==> src/rtl/core_pkg.sv <==
// Shared core definitions: memory opcodes, LSU access sizes, LSU FSM states,
// and the access legality check used when a request is accepted.
package core_pkg;

    localparam logic [6:0] LOAD  = 7'b0000011;
    localparam logic [6:0] STORE = 7'b0100011;

    localparam logic [2:0] LSU_B  = 3'b000;
    localparam logic [2:0] LSU_H  = 3'b001;
    localparam logic [2:0] LSU_W  = 3'b010;
    localparam logic [2:0] LSU_BU = 3'b100;
    localparam logic [2:0] LSU_HU = 3'b101;

    typedef enum logic [1:0] {
        LSU_IDLE,
        LSU_REQ,
        LSU_WAIT,
        LSU_RESP
    } lsu_state_e;

    // Unsupported sizes are folded into the misaligned case so they fault.
    function automatic logic lsu_misaligned(input logic [2:0] func3, input logic [1:0] lo);
        logic bad;
        case (func3)
            LSU_B, LSU_BU: bad = 1'b0;
            LSU_H, LSU_HU: bad = lo[0];
            LSU_W:         bad = (lo != 2'b00);
            default:       bad = 1'b1;
        endcase
        return bad;
    endfunction

endpackage

==> src/rtl/core_lsu_align.sv <==
// Combinational lane logic for the LSU: byte strobes and replicated store
// data for the bus request, and byte/half extraction with sign or zero
// extension for returned load data.
module core_lsu_align
    import core_pkg::*;
(
    input  logic [2:0]  func3,
    input  logic [1:0]  ea_lo,
    input  logic [31:0] st_data,
    input  logic [31:0] rdata,
    output logic [3:0]  wstrb,
    output logic [31:0] wdata,
    output logic [31:0] ld_data
);

    logic [31:0] rdata_sh;
    logic [7:0]  byte_sel;
    logic [15:0] half_sel;

    // Strobes follow the byte offset; data is replicated so every lane carries it
    always_comb begin
        wstrb = 4'b1111;
        wdata = st_data;
        case (func3)
            LSU_B, LSU_BU: begin
                wstrb = 4'b0001 << ea_lo;
                wdata = {4{st_data[7:0]}};
            end
            LSU_H, LSU_HU: begin
                wstrb = 4'b0011 << ea_lo;
                wdata = {2{st_data[15:0]}};
            end
            default: ;
        endcase
    end

    // Pick the addressed byte/half out of the word and extend it
    always_comb begin
        rdata_sh = rdata >> {ea_lo, 3'b000};
        byte_sel = rdata_sh[7:0];
        half_sel = ea_lo[1] ? rdata[31:16] : rdata[15:0];
        case (func3)
            LSU_B:   ld_data = {{24{byte_sel[7]}}, byte_sel};
            LSU_BU:  ld_data = {24'd0, byte_sel};
            LSU_H:   ld_data = {{16{half_sel[15]}}, half_sel};
            LSU_HU:  ld_data = {16'd0, half_sel};
            LSU_W:   ld_data = rdata;
            default: ld_data = 32'd0;
        endcase
    end

endmodule

==> src/rtl/core_lsu_mc.sv <==
// Multi-cycle load/store unit: accepts one access from IDU, issues a
// valid/ready bus request, waits (with timeout) for a variable-latency
// response and returns extended load data or an error to WBU.
// Optional: define LSU_DEBUG_DISPLAY_EN to trace bus requests/responses.
module core_lsu_mc
    import core_pkg::*;
#(
    parameter int XLEN      = 32,
    parameter int TIMEOUT_W = 8
) (
    input  logic            clk,
    input  logic            rstn,
    input  logic            lsu_rx_valid,
    output logic            lsu_rx_ready,
    input  logic [6:0]      lsu_rx_opcode,
    input  logic [2:0]      lsu_rx_func3,
    input  logic [XLEN-1:0] lsu_rx_rs1_data,
    input  logic [XLEN-1:0] lsu_rx_rs2_data,
    input  logic [XLEN-1:0] lsu_rx_imme,
    input  logic [4:0]      lsu_rx_rd_idx,
    output logic            lsu_bus_req_valid,
    input  logic            lsu_bus_req_ready,
    output logic            lsu_bus_req_wen,
    output logic [XLEN-1:0] lsu_bus_req_addr,
    output logic [3:0]      lsu_bus_req_wstrb,
    output logic [XLEN-1:0] lsu_bus_req_wdata,
    input  logic            lsu_bus_rsp_valid,
    input  logic            lsu_bus_rsp_err,
    input  logic [XLEN-1:0] lsu_bus_rsp_rdata,
    output logic            lsu_tx_valid,
    input  logic            lsu_tx_ready,
    output logic [XLEN-1:0] lsu_tx_data,
    output logic [4:0]      lsu_tx_rd_idx,
    output logic            lsu_tx_err,
    output logic            lsu_busy
);

    if (XLEN != 32) begin : g_xlen_chk
        $error("core_lsu_mc: only XLEN=32 is supported");
    end

    // WAIT exits on the cycle the counter would step onto all-ones,
    // giving 2^TIMEOUT_W-1 WAIT cycles in total.
    localparam logic [TIMEOUT_W-1:0] CNT_LAST = {{(TIMEOUT_W-1){1'b1}}, 1'b0};

    lsu_state_e            state, state_nxt;
    logic [TIMEOUT_W-1:0]  cnt;
    logic                  is_load;
    logic [2:0]            func3;
    logic [4:0]            rd_idx;
    logic [XLEN-1:0]       ea, rs2;
    logic [XLEN-1:0]       tx_data;
    logic [4:0]            tx_rd_idx;
    logic                  tx_err;

    logic [XLEN-1:0]       rx_ea;
    logic                  rx_is_mem, rx_misaligned;
    logic [3:0]            al_wstrb;
    logic [31:0]           al_wdata, al_ld_data;

    assign rx_ea         = lsu_rx_rs1_data + lsu_rx_imme;
    assign rx_is_mem     = (lsu_rx_opcode == LOAD) || (lsu_rx_opcode == STORE);
    assign rx_misaligned = lsu_misaligned(lsu_rx_func3, rx_ea[1:0]);

    core_lsu_align u_align (
        .func3   (func3),
        .ea_lo   (ea[1:0]),
        .st_data (rs2),
        .rdata   (lsu_bus_rsp_rdata),
        .wstrb   (al_wstrb),
        .wdata   (al_wdata),
        .ld_data (al_ld_data)
    );

    // State register
    always_ff @(posedge clk or negedge rstn) begin
        if (!rstn) state <= LSU_IDLE;
        else       state <= state_nxt;
    end

    // Next-state: a response wins over a timeout in the same cycle
    always_comb begin
        state_nxt = state;
        case (state)
            LSU_IDLE: if (lsu_rx_valid && rx_is_mem)
                          state_nxt = rx_misaligned ? LSU_RESP : LSU_REQ;
            LSU_REQ:  if (lsu_bus_req_ready) state_nxt = LSU_WAIT;
            LSU_WAIT: if (lsu_bus_rsp_valid)
                          state_nxt = (lsu_bus_rsp_err || is_load) ? LSU_RESP : LSU_IDLE;
                      else if (cnt == CNT_LAST)
                          state_nxt = LSU_RESP;
            LSU_RESP: if (lsu_tx_ready) state_nxt = LSU_IDLE;
            default:  state_nxt = LSU_IDLE;
        endcase
    end

    // Request latch, wait counter and WBU result registers
    always_ff @(posedge clk or negedge rstn) begin
        if (!rstn) begin
            cnt       <= '0;
            is_load   <= 1'b0;
            func3     <= 3'd0;
            rd_idx    <= 5'd0;
            ea        <= '0;
            rs2       <= '0;
            tx_data   <= '0;
            tx_rd_idx <= 5'd0;
            tx_err    <= 1'b0;
        end else begin
            case (state)
                LSU_IDLE: if (lsu_rx_valid && rx_is_mem) begin
                    is_load <= (lsu_rx_opcode == LOAD);
                    func3   <= lsu_rx_func3;
                    rd_idx  <= lsu_rx_rd_idx;
                    ea      <= rx_ea;
                    rs2     <= lsu_rx_rs2_data;
                    if (rx_misaligned) begin
                        tx_data   <= '0;
                        tx_err    <= 1'b1;
                        tx_rd_idx <= (lsu_rx_opcode == LOAD) ? lsu_rx_rd_idx : 5'd0;
                    end
                end
                LSU_REQ: cnt <= '0;
                LSU_WAIT: begin
                    cnt <= cnt + 1'b1;
                    if (lsu_bus_rsp_valid) begin
                        tx_err    <= lsu_bus_rsp_err;
                        tx_data   <= lsu_bus_rsp_err ? '0 : al_ld_data;
                        tx_rd_idx <= is_load ? rd_idx : 5'd0;
                    end else if (cnt == CNT_LAST) begin
                        tx_err    <= 1'b1;
                        tx_data   <= '0;
                        tx_rd_idx <= is_load ? rd_idx : 5'd0;
                    end
                end
                default: ;
            endcase
        end
    end

    assign lsu_rx_ready      = (state == LSU_IDLE);
    assign lsu_busy          = (state != LSU_IDLE);
    assign lsu_bus_req_valid = (state == LSU_REQ);
    assign lsu_bus_req_wen   = lsu_bus_req_valid && !is_load;
    assign lsu_bus_req_addr  = lsu_bus_req_valid ? {ea[XLEN-1:2], 2'b00} : '0;
    assign lsu_bus_req_wstrb = lsu_bus_req_valid ? al_wstrb : 4'd0;
    assign lsu_bus_req_wdata = lsu_bus_req_valid ? al_wdata : '0;
    assign lsu_tx_valid      = (state == LSU_RESP);
    assign lsu_tx_data       = tx_data;
    assign lsu_tx_rd_idx     = tx_rd_idx;
    assign lsu_tx_err        = tx_err;

`ifdef LSU_DEBUG_DISPLAY_EN
    // Trace every accepted request and every response seen in WAIT
    always @(posedge clk) begin
        if (rstn && lsu_bus_req_valid && lsu_bus_req_ready)
            $display("lsu req addr=%h wstrb=%b wdata=%h", lsu_bus_req_addr,
                     lsu_bus_req_wstrb, lsu_bus_req_wdata);
        if (rstn && state == LSU_WAIT && lsu_bus_rsp_valid)
            $display("lsu rsp rdata=%h err=%b", lsu_bus_rsp_rdata, lsu_bus_rsp_err);
    end
`endif

endmodule

==> config.mk <==
export PLATFORM = sky130hd
export DESIGN_NAME = core_lsu_mc
export DESIGN_NICKNAME = d
export VERILOG_FILES = /design/src/rtl/core_pkg.sv /design/src/rtl/core_lsu_align.sv /design/src/rtl/core_lsu_mc.sv
export SDC_FILE = /design/constraint.sdc
export NUM_CORES = 1
export LEC_CHECK = 0
export ABC_AREA = 1
export CORE_MARGIN = 5
export CORE_UTILIZATION = 53
export CTS_CLUSTER_SIZE = 16
export DETAILED_ROUTE_END_ITERATION = 10
export PLACE_DENSITY_LB_ADDON = 0.05
export SYNTH_ARGS = -nofsm -noshare
export SYNTH_HDL_FRONTEND = slang
export SYNTH_HIERARCHICAL = 1
export SYNTH_SLANG_ARGS = --single-unit
==> constraint.sdc <==
create_clock -name clk -period 3.75 [get_ports clk]
set_input_delay 0.75 -clock clk [delete_from_list [all_inputs] [get_ports clk]]
set_output_delay 0.75 -clock clk [all_outputs]
set_load 0.005 [all_outputs]
==> impl_metrics.csv <==
group,metric,value,unit
critical_path,regToRegStartpoint,"func3[1]",
sta,final-hold-violation-count,0,
global_routing,grt_pass1_vias,9143,
placed_design,place_area,11670,sq um
global_routing,wire_length_of_the_first_global_routing_pass,43.96,mm
synthesis,synth.yosys.seq_area_share,33.40,%
cells_and_area,final_design_area_no_fill,12300,sq um
clocking,post_cts.resized_instances,0,
global_routing,grt_max_degree,89,
sta,worst_slew_margin_rel,43.00,%
global_routing,track_usage,27.04,%
critical_path,timing.critical_path.from_type,"flop",
cells_and_area,mostFrequentLayoutCell,"sky130_fd_sc_hd__nand2_1",
cells_and_area,finish.utilization,73.67,%
placed_design,place.port_buffers,258,
cells_and_area,flow.area_growth_from_synthesis,35.70,%
drt,vias,9765,
global_routing,aggregate_global_routing_overflow,0,
critical_path,slowest_delay,0.80,ns
cells_and_area,final_net_count,1888,
sta,fin_worst_skew,0.01095,ns
sta,worst_pin_slew,0.8518,ns
drt,wire_per_inst,14.12,um
synthesis,postSynth.asyncResetShare,100.0,%
cells_and_area,layout.cells.most_common_list,"684 x sky130_fd_sc_hd__nand2_1, 257 x sky130_fd_sc_hd__clkdlybuf4s50_1, 230 x sky130_fd_sc_hd__inv_1, 121 x sky130_fd_sc_hd__dfrtp_1, 99 x sky130_fd_sc_hd__nor2_1",
floorplanning,design.die.area,19820,sq um
drt,initialDrtViolationCount,736,
synthesis,syn-cell-area,9066,sq um
critical_path,critical_path.reg2reg.endpoint,"lsu_tx_data[0]",
pwr,clock_power_share,30.3,%
cells_and_area,diodes,0,
floorplanning,num_rows,47,
pwr,swShare,36.38,%
critical_path,crit_arrival,2.86,ns
global_routing,grt_antenna_before_repair,0,
critical_path,worst_path_max_delay_cell,"sky130_fd_sc_hd__nor2_1",
critical_path,crit_buf_inv,2,
clocking,htreeDepth,4,
critical_path,critPathLaunch,"func3[1]",
critical_path,type_of_destination_of_the_critical_path,"output pin",
critical_path,cp_max_fo,22,
sta,max_slew_violation_count,0,
critical_path,worst_setup_path_class,"flop to output pin",
synthesis,postSynth.topFlopCell,"sky130_fd_sc_hd__dfrtp_1",
synthesis,synth-edff-count,0,
floorplanning,die_y,140.8,um
run_status,run_status,"finished, final reports clean",
critical_path,crit_cells,6,
critical_path,crit_family,"simple AND/OR/NAND/NOR gates",
critical_path,timing.reg2reg.setup_slack,0.97,ns
floorplanning,die_width,140.8,um
drt,finalWirelength,27.29,mm
floorplanning,boundaryPins,261,
pwr,seqPwrFrac,30.7,%
critical_path,list_of_cells_traversed_by_the_critical_path,"nor2_1 -> nand2_1 -> nand3_1 -> nand2_1 -> inv_1 -> clkdlybuf4s50_1",
cells_and_area,final_layout_size_suffix_gt1_share,3.619,%
worst_hold_path,hold_class,"primary input to asynchronous set/reset pin",
critical_path,cp_data_required_time,3.00,ns
clocking,cts_hold_buffers,0,
sta,report.final.setup_viol,0,
placed_design,gp_congestion,0.9400,
clocking,clk_root_buffer_cell,"sky130_fd_sc_hd__clkbuf_16",
pwr,power.share.combinational,39.0,%
clocking,clock_latency_late_sink,0.42,ns
floorplanning,fp.coreArea,16700,sq um
placed_design,dp_cells,1901,
drt,drt_drc,0,
flow_run,max-cap-violations,0,
pwr,peakVddDrop,0.3531,mV
sta,setup_repair_after_global_routing_missed_its_margin,"no",
pwr,switching_power,2.109,mW
synthesis,synthesis.area_per_instance,6.159,sq um
drt,drt_first_pass_iters,5,
drt,postRouteAntennaNets,0,
floorplanning,initial_core_util,54.29,%
sta,min_period_over_period,96.38,%
clocking,numClockSinks,121,
critical_path,worstSetupEndpoint,"lsu_bus_req_wdata[24]",
clocking,clock_tree_from_tritoncts,"yes",
sta,layout_min_cycle_time,3.614,ns
pwr,intPower,3.688,mW
drt,avgViaCountPerCell,5.052,
sta,max_freq,0.2767,GHz
clocking,clock_path_buffers,2,
critical_path,reg2regPathDepth,7,
clocking,cts_inserted_buffers,17,
sta,finalSetupTns,0,ns
critical_path,worst_path_most_repeated_cell,"sky130_fd_sc_hd__nand2_1",
placed_design,hpwl_after_detailed_placement,20.93,mm
synthesis,synth_cells,1472,
synthesis,synth-warning-count,6,
synthesis,synthDistinctLibCells,37,
clocking,post-cts-setup-buffer-count,0,
clocking,clock_transition_time_at_the_flip_flop_clock_pins_of_the_worst_setup_and_hold_paths,0.06,ns
synthesis,ys_ff_latch,121,
pwr,p_leak,6.807,nW
pwr,power-per-cell-area,471.1,nW/um^2
cells_and_area,final_cell_count_no_fill,1933,
-- sequential cells by signal, summed over array words and instances, names as in the netlist --
register / count
lsu_tx_err: 1
rs2: 32
ea: 32
state: 2
rd_idx: 5
lsu_tx_data: 32
is_load: 1
func3: 3
lsu_tx_rd_idx: 5
cnt: 8
-- worst reg2reg max path, delay by kind of cell, from the launching register on --
kind | cells | cell delay [ns]
simple gates | 5 | 1.69
flops | 1 | 0.67
buf+inv | 1 | 0.21
compound gates | 1 | 0.14
-- worst min path at each step --
stage	from	to	slack [ns]
CTS	rstn	rs2[16]	0.30
detailed placement	rs2[21]	rs2[21]	0.46
global placement	rd_idx[4]	rd_idx[4]	0.45
finish	rstn	rs2[23]	0.28
floorplan	rs2[11]	rs2[11]	0.44
global route	rstn	rs2[16]	0.32
-- cell usage after synthesis, types with 2 or more instances --
cell / n / area, sq um
sky130_fd_sc_hd__nor3_1: 5 / 25.02
sky130_fd_sc_hd__clkbuf_1: 20 / 75.07
sky130_fd_sc_hd__nand4_1: 3 / 18.77
sky130_fd_sc_hd__nand3_1: 70 / 350.3
sky130_fd_sc_hd__nor2_1: 99 / 371.6
sky130_fd_sc_hd__o21bai_1: 3 / 22.52
sky130_fd_sc_hd__xor2_1: 2 / 17.52
sky130_fd_sc_hd__o21ai_2: 4 / 35.03
sky130_fd_sc_hd__buf_4: 16 / 120.1
sky130_fd_sc_hd__xnor2_1: 14 / 122.6
sky130_fd_sc_hd__inv_1: 230 / 863.3
sky130_fd_sc_hd__inv_2: 6 / 22.52
sky130_fd_sc_hd__a32oi_1: 5 / 43.79
sky130_fd_sc_hd__buf_6: 12 / 135.1
sky130_fd_sc_hd__nor2_4: 2 / 22.52
sky130_fd_sc_hd__buf_2: 8 / 40.04
sky130_fd_sc_hd__dfrtp_1: 121 / 3028
sky130_fd_sc_hd__a21oi_1: 31 / 155.2
sky130_fd_sc_hd__o21ai_0: 24 / 120.1
sky130_fd_sc_hd__nand2_1: 684 / 2567
sky130_fd_sc_hd__nand3b_1: 4 / 30.03
sky130_fd_sc_hd__nand3_2: 2 / 20.02
sky130_fd_sc_hd__ha_1: 37 / 462.9
sky130_fd_sc_hd__o21ai_1: 51 / 255.2
sky130_fd_sc_hd__o211ai_1: 4 / 30.03
sky130_fd_sc_hd__nand2_2: 4 / 25.02
-- power by group through the flow --
stage	Combinational (mW)	Sequential, mW	Clock [mW]
after floorplan	1.41	1.74	0
after global placement	2.20	1.79	0
after detailed placement	2.25	1.79	0
after CTS	2.27	1.78	1.76
after global routing	2.53	1.82	1.83
final	2.26	1.78	1.75
-- cell families after synthesis --
group / after synthesis / share of synthesized area, %
other cells: 1 / 0.04136
fa+ha+maj: 38 / 5.327
buf+inv: 293 / 13.90
compound gates: 125 / 7.563
xor+xnor: 16 / 1.546
simple gates: 878 / 38.23
flops: 121 / 33.40
-- cell type report --
type                       count  area, sq um
timing repair buffer         265         2683
clock inverter                14        196.4
sequential                   121         3028
inverter                     236        885.9
clock buffer                  18        439.2
multi-input combinational   1059         4796
fill                        1426         4398
tap                          220        275.3
-- metal layers --
metal	track usage (%)	wire length (um)	vias up
met5	0	0	-
met4	10.81	875	0
met3	3.962	1884	58
met2	48.44	13630	378
met1	32.62	10900	4429
li1	-	-	4900
-- stage by stage --
step                      setup WS, ns  total power, mW  hold slack (ns)
after floorplan                  1.407            3.152           0.4419
after global placement          0.6401            3.993           0.4535
after detailed placement        0.5208            4.047           0.4592
after CTS                       0.1830            5.812           0.2989
after global routing           0.03099            6.176           0.3173
final                           0.1356            5.797           0.2846
Power figures use the tool's default switching activity.
